<file path="src/rtl/sort_mem_resp.sv">
// Sort-array responder: two initiator ports (A = swap unit, B = compare/partition unit),
// round-robin arbitration with a swap lock, one access per cycle, read data one cycle after grant.
module sort_mem_resp #(
   parameter int WORD_SIZE = 16,
   parameter int DEPTH     = 16
) (
   input  logic                 clk,
   input  logic                 rst_n,
   input  logic                 a_req,
   input  logic                 a_we,
   input  logic                 a_lock,
   input  logic [WORD_SIZE-1:0] a_addr,
   input  logic [WORD_SIZE-1:0] a_wdata,
   output logic                 a_gnt,
   output logic                 a_rvalid,
   output logic [WORD_SIZE-1:0] a_rdata,
   output logic                 a_err,
   input  logic                 b_req,
   input  logic                 b_we,
   input  logic                 b_lock,
   input  logic [WORD_SIZE-1:0] b_addr,
   input  logic [WORD_SIZE-1:0] b_wdata,
   output logic                 b_gnt,
   output logic                 b_rvalid,
   output logic [WORD_SIZE-1:0] b_rdata,
   output logic                 b_err,
   output logic                 init_done
);

   localparam int AW = (DEPTH > 1) ? $clog2(DEPTH) : 1;

   typedef enum logic {
      ST_INIT,
      ST_RUN
   } state_t;

   typedef enum logic [1:0] {
      OWN_NONE,
      OWN_A,
      OWN_B
   } owner_t;

   state_t               state_q, state_d;
   owner_t               owner_q, owner_d;
   logic                 last_b_q, last_b_d;
   logic [AW-1:0]        init_cnt_q, init_cnt_d;
   logic                 init_done_q, init_done_d;
   logic                 a_rvalid_q, a_rvalid_d;
   logic                 a_err_q, a_err_d;
   logic [WORD_SIZE-1:0] a_rdata_q, a_rdata_d;
   logic                 b_rvalid_q, b_rvalid_d;
   logic                 b_err_q, b_err_d;
   logic [WORD_SIZE-1:0] b_rdata_q, b_rdata_d;

   logic [WORD_SIZE-1:0] mem_q [DEPTH];

   logic                 a_in_range, b_in_range;
   logic                 sel_we, sel_in_range;
   logic [WORD_SIZE-1:0] sel_addr, sel_wdata;
   logic [WORD_SIZE-1:0] rd_word;
   logic                 mem_we;
   logic [AW-1:0]        mem_waddr;
   logic [WORD_SIZE-1:0] mem_wdata;

   // Range check uses the full bus width so high address bits never alias into the array.
   assign a_in_range = (a_addr < WORD_SIZE'(DEPTH));
   assign b_in_range = (b_addr < WORD_SIZE'(DEPTH));

   // Grant: nothing during the clear sweep; a lock owner excludes the other port entirely.
   always_comb begin
      // NOTE: every output of a combinational block gets a default first, so no path infers a latch.
      a_gnt = 1'b0;
      b_gnt = 1'b0;
      if (state_q == ST_RUN) begin
         case (owner_q)
            OWN_A:   a_gnt = a_req;
            OWN_B:   b_gnt = b_req;
            default: begin
               if (a_req && b_req) begin
                  a_gnt = last_b_q;
                  b_gnt = !last_b_q;
               end else begin
                  a_gnt = a_req;
                  b_gnt = b_req;
               end
            end
         endcase
      end
   end

   // At most one grant per cycle, so a single shared access path serves both ports.
   always_comb begin
      sel_we       = a_gnt ? a_we       : b_we;
      sel_addr     = a_gnt ? a_addr     : b_addr;
      sel_wdata    = a_gnt ? a_wdata    : b_wdata;
      sel_in_range = a_gnt ? a_in_range : b_in_range;
   end

   assign rd_word = mem_q[sel_addr[AW-1:0]];

   always_comb begin
      mem_we    = 1'b0;
      mem_waddr = '0;
      mem_wdata = '0;
      if (state_q == ST_INIT) begin
         mem_we    = 1'b1;
         mem_waddr = init_cnt_q;
      end else if ((a_gnt || b_gnt) && sel_we && sel_in_range) begin
         mem_we    = 1'b1;
         mem_waddr = sel_addr[AW-1:0];
         mem_wdata = sel_wdata;
      end
   end

   // NOTE: the array has no reset; the INIT sweep clears it after every reset instead.
   always_ff @(posedge clk) begin
      if (mem_we) begin
         mem_q[mem_waddr] <= mem_wdata;
      end
   end

   always_comb begin
      state_d     = state_q;
      owner_d     = owner_q;
      last_b_d    = last_b_q;
      init_cnt_d  = init_cnt_q;
      init_done_d = init_done_q;
      a_rvalid_d  = 1'b0;
      a_err_d     = 1'b0;
      a_rdata_d   = a_rdata_q;
      b_rvalid_d  = 1'b0;
      b_err_d     = 1'b0;
      b_rdata_d   = b_rdata_q;

      if (state_q == ST_INIT) begin
         init_cnt_d = init_cnt_q + AW'(1);
         if (init_cnt_q == AW'(DEPTH - 1)) begin
            state_d     = ST_RUN;
            init_done_d = 1'b1;
         end
      end

      if (a_gnt) begin
         owner_d    = a_lock ? OWN_A : OWN_NONE;
         last_b_d   = 1'b0;
         a_rvalid_d = !a_we || !a_in_range;
         a_err_d    = !a_in_range;
         if (!a_in_range) begin
            a_rdata_d = '0;
         end else if (!a_we) begin
            a_rdata_d = rd_word;
         end
      end

      if (b_gnt) begin
         owner_d    = b_lock ? OWN_B : OWN_NONE;
         last_b_d   = 1'b1;
         b_rvalid_d = !b_we || !b_in_range;
         b_err_d    = !b_in_range;
         if (!b_in_range) begin
            b_rdata_d = '0;
         end else if (!b_we) begin
            b_rdata_d = rd_word;
         end
      end
   end

   always_ff @(posedge clk or negedge rst_n) begin
      if (!rst_n) begin
         state_q     <= ST_INIT;
         owner_q     <= OWN_NONE;
         last_b_q    <= 1'b1;
         init_cnt_q  <= '0;
         init_done_q <= 1'b0;
         a_rvalid_q  <= 1'b0;
         a_err_q     <= 1'b0;
         a_rdata_q   <= '0;
         b_rvalid_q  <= 1'b0;
         b_err_q     <= 1'b0;
         b_rdata_q   <= '0;
      end else begin
         // NOTE: state flops use non-blocking assignment so every flop samples pre-edge values.
         state_q     <= state_d;
         owner_q     <= owner_d;
         last_b_q    <= last_b_d;
         init_cnt_q  <= init_cnt_d;
         init_done_q <= init_done_d;
         a_rvalid_q  <= a_rvalid_d;
         a_err_q     <= a_err_d;
         a_rdata_q   <= a_rdata_d;
         b_rvalid_q  <= b_rvalid_d;
         b_err_q     <= b_err_d;
         b_rdata_q   <= b_rdata_d;
      end
   end

   assign a_rvalid  = a_rvalid_q;
   assign a_err     = a_err_q;
   assign a_rdata   = a_rdata_q;
   assign b_rvalid  = b_rvalid_q;
   assign b_err     = b_err_q;
   assign b_rdata   = b_rdata_q;
   assign init_done = init_done_q;

   a_one_grant: assert property (@(posedge clk) disable iff (!rst_n) !(a_gnt && b_gnt));

endmodule

</file>
<file path="config.mk">
export PLATFORM = sky130hd
export DESIGN_NAME = sort_mem_resp
export DESIGN_NICKNAME = d
export VERILOG_FILES = /design/src/rtl/sort_mem_resp.sv
export SDC_FILE = /design/constraint.sdc
export NUM_CORES = 1
export LEC_CHECK = 0
export ABC_AREA = 0
export CORE_MARGIN = 2
export CORE_UTILIZATION = 54
export CTS_BUF_LIST = sky130_fd_sc_hd__clkbuf_8
export DETAILED_ROUTE_END_ITERATION = 8
export PLACE_DENSITY_LB_ADDON = 0.08
export REMOVE_ABC_BUFFERS = 1
export SLEW_MARGIN = 10
export SYNTH_ARGS = -nofsm -noshare
export SYNTH_HDL_FRONTEND = slang
export SYNTH_SLANG_ARGS = --single-unit
export TNS_END_PERCENT = 1
</file>
<file path="constraint.sdc">
create_clock -name clk -period 3.4 [get_ports clk]
set_input_delay 0.51 -clock clk [delete_from_list [all_inputs] [get_ports clk]]
set_output_delay 0.51 -clock clk [all_outputs]
set_load 0.05 [all_outputs]
</file>
==> results of run 1 <==
-- report_power, final --
group	switching (uW)	internal [uW]	total (uW)
clock	1320	1510	2830
combinational	1880	1140	3030
sequential	69.5	4620	4690
-- layer usage --
metal  track usage, %  wire length, um  vias up
met1             35.2            12600     3733
met5                0                0        -
li1                 -                -     3376
met2             41.9            14400      350
met4             6.64              463        0
met3             5.87             2680       30
-- cells by family after synthesis --
logic type / after synthesis
DFF: 301
adders and majority gates: 3
xor gates and xnor gates: 3
and+or+nand+nor: 124
muxes: 131
buffers and inverters: 49
AOI/OAI and AO/OA: 141
-- through the flow --
stage / hold slack (ns) / power (uW)
detailed placement: 0.470 / 7720
floorplan: 0.214 / 6470
global placement: 0.454 / 7630
finish: 0.131 / 10500
global route: 0.205 / 11000
CTS: 0.152 / 10500
-- state kept, by name, indices dropped and copies added (netlist names), 2 cells and up --
name / flops
owner_q: 2
mem_q: 256
a_rdata: 16
b_rdata: 16
init_cnt_q: 4
-- synthesized netlist by cell type (6+ instances only) --
| master | count | area share (%) |
|---|---|---|
| buf_2 | 9 | 0.37 |
| dfrtp_1 | 44 | 9.1 |
| a21oi_1 | 22 | 0.91 |
| inv_1 | 7 | 0.22 |
| nor2_1 | 27 | 0.84 |
| or4_1 | 15 | 0.93 |
| nand2_1 | 48 | 1.5 |
| mux2i_1 | 126 | 10 |
| a22o_1 | 34 | 2.5 |
| clkbuf_1 | 17 | 0.53 |
| nor4_1 | 9 | 0.47 |
| edfxtp_1 | 256 | 64 |
| buf_6 | 6 | 0.56 |
| o22ai_1 | 62 | 3.2 |
-- worst paths after layout --
kind,startpoint,endpoint,slack (ns),cells after the start
max,owner_q[0]$_DFFE_PN0P_,b_rdata[5]$_DFFE_PN0P_,0.17,12
min reg2reg,last_b_q$_DFFE_PN1P_,last_b_q$_DFFE_PN1P_,0.48,2
min,rst_n,b_rdata[3]$_DFFE_PN0P_,0.13,1
max reg2reg,owner_q[0]$_DFFE_PN0P_,b_rdata[5]$_DFFE_PN0P_,0.17,12
min in group clk,last_b_q$_DFFE_PN1P_,last_b_q$_DFFE_PN1P_,0.48,2
max in group asynchronous,rst_n,a_rdata[4]$_DFFE_PN0P_,2.62,1
-- worst max-delay path, cell delays in order, from the launching register on --
cell,delay [ns]
dfrtp_1,0.39
inv_1,0.10
ha_4,0.22
and3b_1,0.19
or2_1,0.26
clkinv_4,0.07
mux2i_4,0.29
buf_12,0.21
buf_12,0.20
mux2i_1,0.21
o22ai_1,0.14
or4_1,0.58
a22o_1,0.23
-- final cells by class --
cell class              instances  area (um2)  area share [%]
multi-input cells             402        3040            20.2
inverters                       9        38.8           0.258
well taps                     280         350            2.33
clock inverters                34         171            1.14
flip-flops and latches        301        8810            58.7
clock buffers                  53         729            4.85
repair buffers                185        1890            12.5
-- repair_timing --
action	4_1_cts	5_1_grt
hold buffers	0	0
resized for setup	0	9
setup endpoints to repair	0	193
setup buffers	0	0
==> results by group, run 1 <==
Global route
  • Initial antenna violation count: 0
  • Number of global-route vias before repair: 7480
  • First-pass GRT wire length: 44.7 mm
  • Gr ovfl total: 0
  • Largest net degree at the start of global routing: 46
  • Total Routing Usage GR: about a quarter

Place
  • Placed insts: 1177
  • Port Buffers: 110
  • Placed cell areas: 14100 um2
  • HPWL after DPL: 20.0 mm
  • Pre-CTS WS: -0.0981 ns
  • Gpl congestion: 0.815

Clock tree
  • CTS sink count: around 300
  • Num CTS Buffers: 47
  • CTS tree: built
  • Clk buf depth: 3
  • Clock slew at reported path FFs: 0.06 ns
  • # H-tree levels: 2
  • CTS root buffer: clkbuf_8
  • Clock Latency Late Sink: about 0.56 ns

Critical path
  • Startpoint Class: flop
  • Worst Setup End Kind: flop
  • Maximum fanout along the worst path: 20
  • WP data required: 3.84 ns
  • Critical Path AT: 3.67 ns
  • Critical path type: reg2reg

Synth
  • Largest family of logic cells by synthesized area: multiplexers
  • Synth Cell Area: 12000 um2
  • Netlist cell types: 47
  • Post-synthesis simple-gate area fraction: 5.06%
  • Post-Syn Area per Cell: 16.0 um2
  • Adder-Cell Fraction of Synth Area: 0.312%
  • Primary FF master, synth: edfxtp_1
  • Post-synthesis mux area share: 10.9%
  • Cells after Synth: about 750
  • Number of flops mapped to enable cells by yosys: 256
  • Syn. warnings: 0
  • Post-synthesis compound-gate area fraction: between 8 and 9%
  • Post-synthesis sequential area ratio: 73.2%
  • Synth Register Bits: 301
  • Async S/R FF share, synth: 15.0%
  • Post-Synth XOR/XNOR Area: less than 1%

STA
  • Final TNS setup: 0 ns
  • RSZ-0062 raised after global routing: yes
  • Max-slew violations: 0
  • Slew @ Worst Pin: 1.19 ns
  • Post-layout min period: 3.23 ns
  • Achievable Freq: 310 MHz
  • Slew HR: 20.8%
  • Final Setup Violations: 0
  • PnR worst setup slack: 0.169 ns
  • Final period utilization: about 95%
  • Fin. Hold Viols: 0
  • Final Skew: 0.0330 ns

Cells and area
  • Nets: 1021
  • Share of layout cells above drive strength 1: 16.4%
  • Non-filler cells, final: ~1300
  • Most common cell after layout, fill and taps aside: edfxtp_1
  • Core Util, Final: between 60% and 70%
  • Antenna fix cells: 0
  • Cell area after layout: 15000 um2
  • Area Overhead vs Synth: 24.7%
  • Filler cells: 1512
  • Most frequent cells in the layout: edfxtp_1 (256), mux2i_1 (123), clkdlybuf4s50_1 (108)

Routing
  • Initial DRC count: 663
  • ANT nets after route: 0
  • Routed wire per std cell: approximately 24 um
  • Drt pass-1 iters: 5
  • DR vias/cell: 5.92
  • Residual DRC: 0
  • Detailed-route via count: 7489
  • Final WL: around 30 mm

Floorplanning
  • Core ar.: roughly 22000 um2
  • Die X: 153 um
  • DIE AREA: 23500 um2
  • IO Count: 111
  • Starting Density: a little under three fifths
  • Die Span Y: about 150 um
  • Rows: 54

Job
  • Max_cap viols: 0

Power
  • Cell Pwr Density: between 700 and 800 nW/um2
  • Peak VDD IR: 366 uV
  • Leak: 0.00574 uW

Run status
  • Status: finished, final reports clean

Min path
  • Hold Crit Class: in2async
Note: power is estimated with default switching activity, not from simulation.
==> inputs of run 2 (changes only) <==
Settings changed: CAP_MARGIN set to 15, CORE_MARGIN 2 to 8, CTS_CLUSTER_SIZE set to 25.
==> results by group, run 2 (synthesis gave the netlist of run 1 again) <==
Critical path
  • Startpoint Class: flop
  • Critical Path AT: 3.71 ns
  • Maximum fanout along the worst path: 16
  • WP data required: 3.83 ns
  • Worst Setup End Kind: flop
  • Critical path launch point: owner_q[0]$_DFFE_PN0P_
  • Worst r2r src: owner_q[0]$_DFFE_PN0P_
  • Critical path type: reg2reg

Routing
  • Metal2 WL: 13.7 mm
  • Detailed-route via count: 7566
  • Drt pass-1 iters: 4
  • WL met3: slightly above 3 mm
  • Initial DRC count: 548
  • Residual DRC: 0
  • ANT nets after route: 0
  • Met1 wire length: 12.5 mm
  • DR vias/cell: 5.86
  • DR top layer: met4
  • Final WL: approximately 30 mm
  • Routed wire per std cell: 23.3 um

Power
  • Peak VDD IR: 376 uV
  • Total power: 10600 uW
  • Cell Pwr Density: 699 nW/um2
  • Leak: 0.00588 uW

Clock tree
  • CTS root buffer: clkbuf_8
  • Clock Latency Late Sink: 0.55 ns
  • CTS tree: built
  • Num CTS Buffers: 47
  • Clock slew at reported path FFs: approximately 0.06 ns
  • # H-tree levels: 2
  • CTS sink count: ~300
  • # hold bufs at CTS: 0
  • Clk buf depth: 3

STA
  • Max-slew violations: 0
  • Final period utilization: 96.3%
  • Achievable Freq: 305 MHz
  • Final TNS setup: 0 ns
  • Slew HR: 21.7%
  • Final Skew: between 0.02 and 0.025 ns
  • Post-layout min period: 3.28 ns
  • RSZ-0062 raised after global routing: no
  • Final Setup Violations: 0
  • Fin. Hold Viols: 0
  • Slew @ Worst Pin: about 1.2 ns

Place
  • HPWL after DPL: between 20 and 25 mm
  • Gpl congestion: 0.846
  • Placed cell areas: 14100 um2
  • Port Buffers: between 100 and 150

Cells and area
  • Most common cell after layout, fill and taps aside: edfxtp_1
  • Most frequent cells in the layout: edfxtp_1 (256), mux2i_1 (125), clkdlybuf4s50_1 (108)
  • Antenna fix cells: 0
  • Area of the multi-input gates: 3060 um2
  • Filler cells: 1491
  • Core Util, Final: 69.4%
  • Largest Register: mem_q
  • Nets: 1051
  • Register area: ~8800 um2
  • Cell area after layout: approximately 15000 um2
  • Max reg flops: 256
  • Share of layout cells above drive strength 1: 19.1%
  • Area Overhead vs Synth: 26.1%

Min path
  • Hold Crit Class: in2async

Floorplanning
  • DIE AREA: between 20000 and 30000 um2
  • Core ar.: 21900 um2
  • IO Count: 111
  • Starting Density: 55.0%
  • Die Span Y: 165 um
  • Rows: 54
  • Die X: 165 um

Global route
  • First-pass GRT wire length: roughly 43 mm
  • Gr ovfl total: 0
  • Number of global-route vias before repair: 7490
  • Largest net degree at the start of global routing: 46
  • Total Routing Usage GR: 21.5%
  • Initial antenna violation count: 0

Run status
  • Status: finished, final reports clean

Job
  • Max_cap viols: 0
run 2: metrics by stage:
step	cells	setup slack (ns)	hold WS, ns
after floorplan	712	-10.16	0.214
after global placement	1184	-0.109	0.447
after detailed placement	1184	-0.157	0.455
after CTS	1268	0.00439	0.134
after global routing	1291	0.0127	0.203
final	1291	0.125	0.128
run 2: worst max-delay path: stages (launching register included):
cell and delay [ns]:
dfrtp_1 0.40, inv_1 0.10, ha_4 0.22, and3b_1 0.19, or2_2 0.31, clkinv_4 0.07
mux2i_4 0.23, buf_12 0.15, buf_12 0.17, buf_4 0.13, mux2i_1 0.19, o22ai_1 0.18
or4_4 0.58, a22o_1 0.22
run 2: final timing paths:
path	slack (ns)	to	depth (start not counted)
max in group asynchronous	2.65	b_rdata[13]$_DFFE_PN0P_	1
max reg2reg	0.12	b_rdata[14]$_DFFE_PN0P_	13
min	0.13	state_q$_DFF_PN0_	1
min in group clk	0.46	init_done$_DFFE_PN0P_	1
min reg2reg	0.46	init_done$_DFFE_PN0P_	1
max	0.12	b_rdata[14]$_DFFE_PN0P_	13
run 2: area by class of cell:
cell class / count / share of cell area [%]
timing repair buffer: 215 / 13.9
multi-input combinational: 402 / 20.1
inverter: 9 / 0.255
clock inverter: 37 / 1.19
clock buffer: 47 / 4.26
tap: 280 / 2.31
sequential: 301 / 58.0
run 2: where the power goes:
| group | switching [uW] | internal, uW | leakage [uW] |
|---|---|---|---|
| Clock | 1300 | 1360 | 0.000478 |
| Sequential | 71.3 | 4620 | 0.00298 |
| Combinational | 1950 | 1320 | 0.00242 |
run 2: layer usage:
layer	up-vias	GRT usage, %
met3	59	4.73
met1	3719	28.8
met4	0	8.16
met2	355	33.9
li1	3433	-
met5	-	0
run 2: repair_timing:
action | in CTS | in global routing
buffers inserted | 0 | 19
setup endpoints to repair | 0 | 219
endpoints found under the hold margin | 0 | 0
resized for setup | 0 | 17
